## config.mk

```make
export PLATFORM = sky130hd
export DESIGN_NAME = food_spawner_flat
export DESIGN_NICKNAME = d
export VERILOG_FILES = /design/src/rtl/food_spawner_if.sv /design/src/rtl/food_spawner.sv /design/src/flat_wrapper.sv
export SDC_FILE = /design/constraint.sdc
export NUM_CORES = 1
export LEC_CHECK = 0
export ABC_AREA = 1
export CAP_MARGIN = 25
export CORE_AREA = 2 2 84 78
export CTS_BUF_LIST = sky130_fd_sc_hd__clkbuf_16
export DETAILED_ROUTE_END_ITERATION = 12
export DIE_AREA = 0 0 86 80
export GPL_TIMING_DRIVEN = 0
export PLACE_DENSITY = 0.8
export SYNTH_ARGS = -nofsm -noshare
export SYNTH_HDL_FRONTEND = slang
export SYNTH_SLANG_ARGS = --single-unit
```

## constraint.sdc

```tcl
create_clock -name i_clk -period 2.8 [get_ports i_clk]
set_input_delay 0.42 -clock i_clk [delete_from_list [all_inputs] [get_ports i_clk]]
set_output_delay 0.42 -clock i_clk [all_outputs]
set_load 0.005 [all_outputs]
```

## src/rtl/food_spawner_if.sv

```systemverilog
// Signal bundle between food_spawner and its surroundings (random source, body RAM, renderer).
// The master drives the request/random/RAM-data side; the slave is the spawner itself.
interface food_spawner_if #(
  parameter int unsigned LEN_W = 8
) ();
  logic [9:0]       rand_x;
  logic [8:0]       rand_y;
  logic             spawn_req;
  logic [LEN_W-1:0] snake_len;
  logic [LEN_W-1:0] body_addr;
  logic [5:0]       body_col;
  logic [5:0]       body_row;
  logic [9:0]       food_x;
  logic [8:0]       food_y;
  logic             food_valid;
  logic             busy;
  logic             spawn_done;
  logic             spawn_fail;

  modport master (
    output rand_x, rand_y, spawn_req, snake_len, body_col, body_row,
    input  body_addr, food_x, food_y, food_valid, busy, spawn_done, spawn_fail
  );

  modport slave (
    input  rand_x, rand_y, spawn_req, snake_len, body_col, body_row,
    output body_addr, food_x, food_y, food_valid, busy, spawn_done, spawn_fail
  );
endinterface

```

## src/rtl/food_spawner.sv

```systemverilog
// Picks a free grid cell from the random stream, rejecting cells covered by the snake body.
// Define FOOD_BORDER_EXCL_EN to also reject wall cells on the grid border.
module food_spawner #(
  parameter int unsigned GRID_W    = 64,
  parameter int unsigned GRID_H    = 48,
  parameter int unsigned CELL_SIZE = 10,
  parameter int unsigned LEN_W     = 8,
  parameter int unsigned MAX_TRIES = 16
) (
  input  logic          i_clk,
  input  logic          i_rst,
  food_spawner_if.slave bus
);

  localparam int unsigned TryW = $clog2(MAX_TRIES + 1);

  typedef enum logic [2:0] {StIdle, StSample, StRead, StCmp, StPlace} state_e;

  state_e           r_state, w_state_nxt;
  logic [LEN_W-1:0] r_len, w_len_nxt;
  logic [LEN_W-1:0] r_body_addr, w_body_addr_nxt;
  logic [TryW-1:0]  r_tries, w_tries_nxt;
  logic [5:0]       r_col, w_col_nxt;
  logic [5:0]       r_row, w_row_nxt;
  logic             r_fail_flag, w_fail_flag_nxt;
  logic [9:0]       r_food_x, w_food_x_nxt;
  logic [8:0]       r_food_y, w_food_y_nxt;
  logic             r_food_valid, w_food_valid_nxt;
  logic             r_busy, w_busy_nxt;
  logic             r_spawn_done, w_spawn_done_nxt;
  logic             r_spawn_fail, w_spawn_fail_nxt;

  logic [5:0]       w_cand_col;
  logic [5:0]       w_row_raw;
  logic [5:0]       w_cand_row;
  logic             w_hit;
  logic             w_unused_rand;

  assign w_cand_col = bus.rand_x[5:0] & 6'(GRID_W - 1);
  assign w_row_raw  = bus.rand_y[5:0];
  // Fold 48..63 back onto 0..15 instead of resampling.
  assign w_cand_row = ({1'b0, w_row_raw} >= 7'(GRID_H)) ? (w_row_raw - 6'(GRID_H)) : w_row_raw;
  assign w_hit      = (bus.body_col == r_col) && (bus.body_row == r_row);
  assign w_unused_rand = ^{bus.rand_x[9:6], bus.rand_y[8:6]};

`ifdef FOOD_BORDER_EXCL_EN
  logic w_border;
  assign w_border = (w_cand_col == 6'd0) || (w_cand_col == 6'(GRID_W - 1)) ||
                    (w_cand_row == 6'd0) || (w_cand_row == 6'(GRID_H - 1));
`endif

  always_comb begin
    w_state_nxt      = r_state;
    w_len_nxt        = r_len;
    w_body_addr_nxt  = r_body_addr;
    w_tries_nxt      = r_tries;
    w_col_nxt        = r_col;
    w_row_nxt        = r_row;
    w_fail_flag_nxt  = r_fail_flag;
    w_food_x_nxt     = r_food_x;
    w_food_y_nxt     = r_food_y;
    w_food_valid_nxt = r_food_valid;
    w_busy_nxt       = r_busy;
    w_spawn_done_nxt = 1'b0;
    w_spawn_fail_nxt = 1'b0;

    unique case (r_state)
      StIdle: begin
        if (bus.spawn_req) begin
          w_len_nxt       = bus.snake_len;
          w_tries_nxt     = '0;
          w_fail_flag_nxt = 1'b0;
          w_busy_nxt      = 1'b1;
          w_state_nxt     = StSample;
        end
      end
      StSample: begin
        w_tries_nxt = r_tries + TryW'(1);
        w_col_nxt   = w_cand_col;
        w_row_nxt   = w_cand_row;
        if (r_len == '0) begin
          w_state_nxt = StPlace;
        end else begin
          w_body_addr_nxt = '0;
          w_state_nxt     = StRead;
        end
`ifdef FOOD_BORDER_EXCL_EN
        if (w_border) begin
          w_body_addr_nxt = r_body_addr;
          if (w_tries_nxt == TryW'(MAX_TRIES)) begin
            w_fail_flag_nxt = 1'b1;
            w_state_nxt     = StPlace;
          end else begin
            w_state_nxt = StSample;
          end
        end
`endif
      end
      StRead: begin
        w_state_nxt = StCmp;
      end
      StCmp: begin
        if (w_hit) begin
          if (r_tries == TryW'(MAX_TRIES)) begin
            w_fail_flag_nxt = 1'b1;
            w_state_nxt     = StPlace;
          end else begin
            w_state_nxt = StSample;
          end
        end else if (r_body_addr == r_len - LEN_W'(1)) begin
          w_state_nxt = StPlace;
        end else begin
          w_body_addr_nxt = r_body_addr + LEN_W'(1);
          w_state_nxt     = StRead;
        end
      end
      StPlace: begin
        w_state_nxt      = StIdle;
        w_busy_nxt       = 1'b0;
        w_spawn_done_nxt = 1'b1;
        if (r_fail_flag) begin
          w_spawn_fail_nxt = 1'b1;
        end else begin
          w_food_x_nxt     = 10'(r_col * CELL_SIZE);
          w_food_y_nxt     = 9'(r_row * CELL_SIZE);
          w_food_valid_nxt = 1'b1;
        end
      end
      default: begin
        w_state_nxt = StIdle;
      end
    endcase
  end

  always_ff @(posedge i_clk) begin
    if (i_rst) begin
      r_state      <= StIdle;
      r_len        <= '0;
      r_body_addr  <= '0;
      r_tries      <= '0;
      r_col        <= '0;
      r_row        <= '0;
      r_fail_flag  <= 1'b0;
      r_food_x     <= '0;
      r_food_y     <= '0;
      r_food_valid <= 1'b0;
      r_busy       <= 1'b0;
      r_spawn_done <= 1'b0;
      r_spawn_fail <= 1'b0;
    end else begin
      r_state      <= w_state_nxt;
      r_len        <= w_len_nxt;
      r_body_addr  <= w_body_addr_nxt;
      r_tries      <= w_tries_nxt;
      r_col        <= w_col_nxt;
      r_row        <= w_row_nxt;
      r_fail_flag  <= w_fail_flag_nxt;
      r_food_x     <= w_food_x_nxt;
      r_food_y     <= w_food_y_nxt;
      r_food_valid <= w_food_valid_nxt;
      r_busy       <= w_busy_nxt;
      r_spawn_done <= w_spawn_done_nxt;
      r_spawn_fail <= w_spawn_fail_nxt;
    end
  end

  assign bus.body_addr  = r_body_addr;
  assign bus.food_x     = r_food_x;
  assign bus.food_y     = r_food_y;
  assign bus.food_valid = r_food_valid;
  assign bus.busy       = r_busy;
  assign bus.spawn_done = r_spawn_done;
  assign bus.spawn_fail = r_spawn_fail;

endmodule

```

## src/flat_wrapper.sv

```systemverilog
// flat-port wrapper written by rule: the top's interface ports become plain ports
module food_spawner_flat 
#(
  parameter int unsigned GRID_W    = 64,
  parameter int unsigned GRID_H    = 48,
  parameter int unsigned CELL_SIZE = 10,
  parameter int unsigned LEN_W     = 8,
  parameter int unsigned MAX_TRIES = 16
)
  (i_clk, i_rst, bus_rand_x, bus_rand_y, bus_spawn_req, bus_snake_len, bus_body_col, bus_body_row, bus_body_addr, bus_food_x, bus_food_y, bus_food_valid, bus_busy, bus_spawn_done, bus_spawn_fail);
  food_spawner_if #(.LEN_W(LEN_W)) bus_i ();
  input  logic i_clk;
  input  logic i_rst;
  input wire logic [$bits(bus_i.rand_x)-1:0] bus_rand_x;
  input wire logic [$bits(bus_i.rand_y)-1:0] bus_rand_y;
  input wire logic [$bits(bus_i.spawn_req)-1:0] bus_spawn_req;
  input wire logic [$bits(bus_i.snake_len)-1:0] bus_snake_len;
  input wire logic [$bits(bus_i.body_col)-1:0] bus_body_col;
  input wire logic [$bits(bus_i.body_row)-1:0] bus_body_row;
  output wire logic [$bits(bus_i.body_addr)-1:0] bus_body_addr;
  output wire logic [$bits(bus_i.food_x)-1:0] bus_food_x;
  output wire logic [$bits(bus_i.food_y)-1:0] bus_food_y;
  output wire logic [$bits(bus_i.food_valid)-1:0] bus_food_valid;
  output wire logic [$bits(bus_i.busy)-1:0] bus_busy;
  output wire logic [$bits(bus_i.spawn_done)-1:0] bus_spawn_done;
  output wire logic [$bits(bus_i.spawn_fail)-1:0] bus_spawn_fail;
  assign bus_i.rand_x = bus_rand_x;
  assign bus_i.rand_y = bus_rand_y;
  assign bus_i.spawn_req = bus_spawn_req;
  assign bus_i.snake_len = bus_snake_len;
  assign bus_i.body_col = bus_body_col;
  assign bus_i.body_row = bus_body_row;
  assign bus_body_addr = bus_i.body_addr;
  assign bus_food_x = bus_i.food_x;
  assign bus_food_y = bus_i.food_y;
  assign bus_food_valid = bus_i.food_valid;
  assign bus_busy = bus_i.busy;
  assign bus_spawn_done = bus_i.spawn_done;
  assign bus_spawn_fail = bus_i.spawn_fail;
  food_spawner #(.GRID_W(GRID_W), .GRID_H(GRID_H), .CELL_SIZE(CELL_SIZE), .LEN_W(LEN_W), .MAX_TRIES(MAX_TRIES)) u_core (.i_clk(i_clk), .i_rst(i_rst), .bus(bus_i));
endmodule
```

==> flow_summary.yaml <==
synthesis:
  ys_warn_count: 0
  synth_edf_count: 0
  synth_top_area_cell: "dfxtp_1"
  netlist-cell-type-count: 38
  synth_top_cell_area_share_pct: 36.9
  ys_seq_area_share_pct: 36.9
  synth_cells: 426
  ys_ff_latch: 58
  synth_area_um2: 3140
  synthFlopType: "dfxtp_1"
  synthTopCellsByArea: "dfxtp_1, nor2_1, ha_1"
  postSynthAreaPerCell_um2: 7.38
  ys_async_sr_fraction_pct: 0
clock_network:
  cts_sinks: 58
  clk_path_buf_depth: 2
  clk_latency_ns: 0.33
  hold_buffers: 0
  post_cts_resized: 0
  cts_tree: "yes"
  htree_levels: 3
  clk_pin_slew_ns: 0.05
  cts_setup_buffers: 0
  cts_made_buffers: 9
  cts_root_buf: "clkbuf_16"
pwr:
  p_per_area_nw_per_um2: 668
  power_w: 0.00280
  irDropWorstVdd_mv: 0.446
  cellLeakagePower_nw: 1.87
route:
  drt_iter0_markers: 152
  vias: 3042
  drc: 0
  routedWlPerCell_um: 13.9
  dr.pass1.iters: 4
  via_per_inst: 5.27
  routed_wl_um: 8020
  ant_nets: 0
layout:
  ff_latch_area_um2: 1160
  area_growth_pct: 33.4
  nNetsFinal: 565
  n_fill_cell: 481
  final_common_cell: "nor2_1"
  multi_input_area_um2: 1750
  drive_gt1_share_pct: 7.13
  antenna_cells: 0
  instances_no_fill: 577
  layout_common_cells: "nor2_1, nand2_1, clkdlybuf4s50_1"
floorplan:
  fp.dieW_um: 86
  initial_core_util_pct: 52.6
  core_um2: 5980
  io_pins: 73
  die_area_um2: 6880
  die_h_um: 80
  rows: 27
timing:
  max_slew.worst_pin.slew_ns: 0.588
  tns_ns: 0
  rsz0062_at_grt: "no"
  hold_violations: 0
  setup-violations-final: 0
  fin_crit_sh_pct: 72.3
  finalCriticalPeriod_ns: 2.02
  post-route-worst-setup-slack_ns: 0.776
  relSlewSlack_pct: 60.8
  fmax_mhz: 494
  maxSlewViolCount: 0
  skew_ns: 0.00819
run:
  maxCapViolCount: 0
setup_path:
  cp-end-kind: "flip-flop"
  crit_type: "reg2reg"
  crit_arrival_ns: 2.21
  worst_ep_required_time_ns: 2.98
  rr_worst_depth: 15
  worstPathMaxFanout: 9
  r2r-end: "u_core.bus.body_addr[3]"
  ff2ff_setup_slack_ns: 0.78
  r2r_start: "u_core.r_len[0]"
  critPathLaunchType: "flip-flop"
worst_hold_path:
  holdCritStartpoint: "u_core.bus.busy"
  hp-class: "reg2reg"
  hold_end: "u_core.bus.busy"
  holdPathStages: 2
global_route:
  grt_pass1_wl_um: 13700
  antenna_found_initial: 0
  first_global_vias: 3003
  grt.overflow.total: 0
  grt_max_degree: 11
  grt_usage_pct: 25.5
placed_design:
  pre_cts_slack_ns: 0.678
  dp.final_hpwl_um: 5890
  place_congestion: 0.924
  dp_cells: 561
  portBuffers: 62
outcome:
  status: "complete, no violations"
==> state kept, by name, indices dropped and copies added (netlist names), 3 cells and up <==
| name | count |
|---|---|
| u_core.r_len | 8 |
| u_core.r_row | 6 |
| u_core.bus.food_x | 9 |
| u_core.bus.food_y | 8 |
| u_core.r_tries | 5 |
| u_core.r_col | 6 |
| u_core.r_state | 3 |
| u_core.bus.body_addr | 8 |
==> area by class of cell <==
| type | instances | area share (%) |
|---|---|---|
| flip-flops and latches | 58 | 27.7 |
| inverters | 44 | 3.94 |
| plain buffers | 15 | 1.67 |
| clock inverters | 7 | 2.60 |
| clock buffers | 9 | 5.37 |
| multi-input cells | 310 | 41.8 |
| repair buffers | 62 | 14.8 |
| well taps | 72 | 2.15 |
==> per-stage QoR <==
stage          util (%)  area, um^2  hold WS (ns)
2_1_floorplan         -        3150         0.453
6_report           70.1        4190         0.477
4_1_cts            70.1        4190         0.470
5_1_grt            70.1        4190         0.484
3_5_place_dp       64.5        3860         0.461
3_3_place_gp       64.5        3860         0.456
==> worst max-delay path, cell delays in order, from the launching register on <==
cell	delay (ns)
dfxtp_1	0.40
inv_2	0.10
ha_1	0.31
inv_1	0.04
nand2_1	0.05
nand2_1	0.04
nor2_1	0.14
nand2_1	0.09
nor2_2	0.08
nand2_1	0.06
nor2_2	0.09
nand2_2	0.09
nand3_4	0.13
nand2_4	0.10
nand2_1	0.08
a21oi_1	0.07
==> per-layer routing <==
layer  share of wire (%)  up-vias  global-route usage [%]
met2                  49       84                    43.0
met4                 1.4        0                    6.19
met5                   0        -                       0
met1                  43     1397                    31.8
li1                    -     1547                       -
met3                 6.7       14                    7.55
==> cells in the mapped netlist (2+ instances only) <==
cell type / n
o21ai_1: 2
nor2_2: 4
ha_1: 21
a31oi_1: 2
a211oi_1: 4
xnor2_1: 14
o221ai_1: 2
nor3b_1: 2
dfxtp_1: 58
nor2_1: 72
buf_4: 2
buf_2: 5
nand4_1: 6
nand2_2: 2
nand2_1: 64
o21ai_0: 35
clkbuf_1: 8
nor3_1: 2
a21oi_1: 29
inv_1: 40
nand3_1: 23
a21o_1: 2
fa_1: 2
xor2_1: 8
inv_2: 4
==> how the worst max path moves through the flow <==
stage	start	cells past startpoint	endpoint	slack (ns)
floorplan	u_core.r_row[1]	7	u_core.bus.food_y[8]	1.02
global placement	bus_body_row[0]	9	u_core.r_state[1]	0.74
detailed placement	bus_body_col[3]	9	u_core.r_state[1]	0.68
CTS	u_core.r_len[0]	15	u_core.bus.body_addr[3]	0.80
global route	u_core.r_len[0]	15	u_core.bus.body_addr[6]	0.52
finish	u_core.r_len[0]	15	u_core.bus.body_addr[3]	0.78
==> where the power goes <==
part,total (W),internal (W),switching (W)
registers,0.000977,0.000897,0.0000808
clock network,0.00123,0.000859,0.000372
logic,0.000590,0.000253,0.000337
total,0.00280,0.00201,0.000789
==> cell families (layout without fill, tap and decap cells) <==
kind of cell	Yosys count	in the layout	synth area share [%]
other cells	1	2	0.119
buf+inv	59	137	7.48
fa+ha+maj	23	23	9.63
compound gates	83	83	14.7
simple gates	180	180	25.0
xor+xnor	22	22	6.13
flops	58	58	36.9
Note: power is estimated with default switching activity, not from simulation.
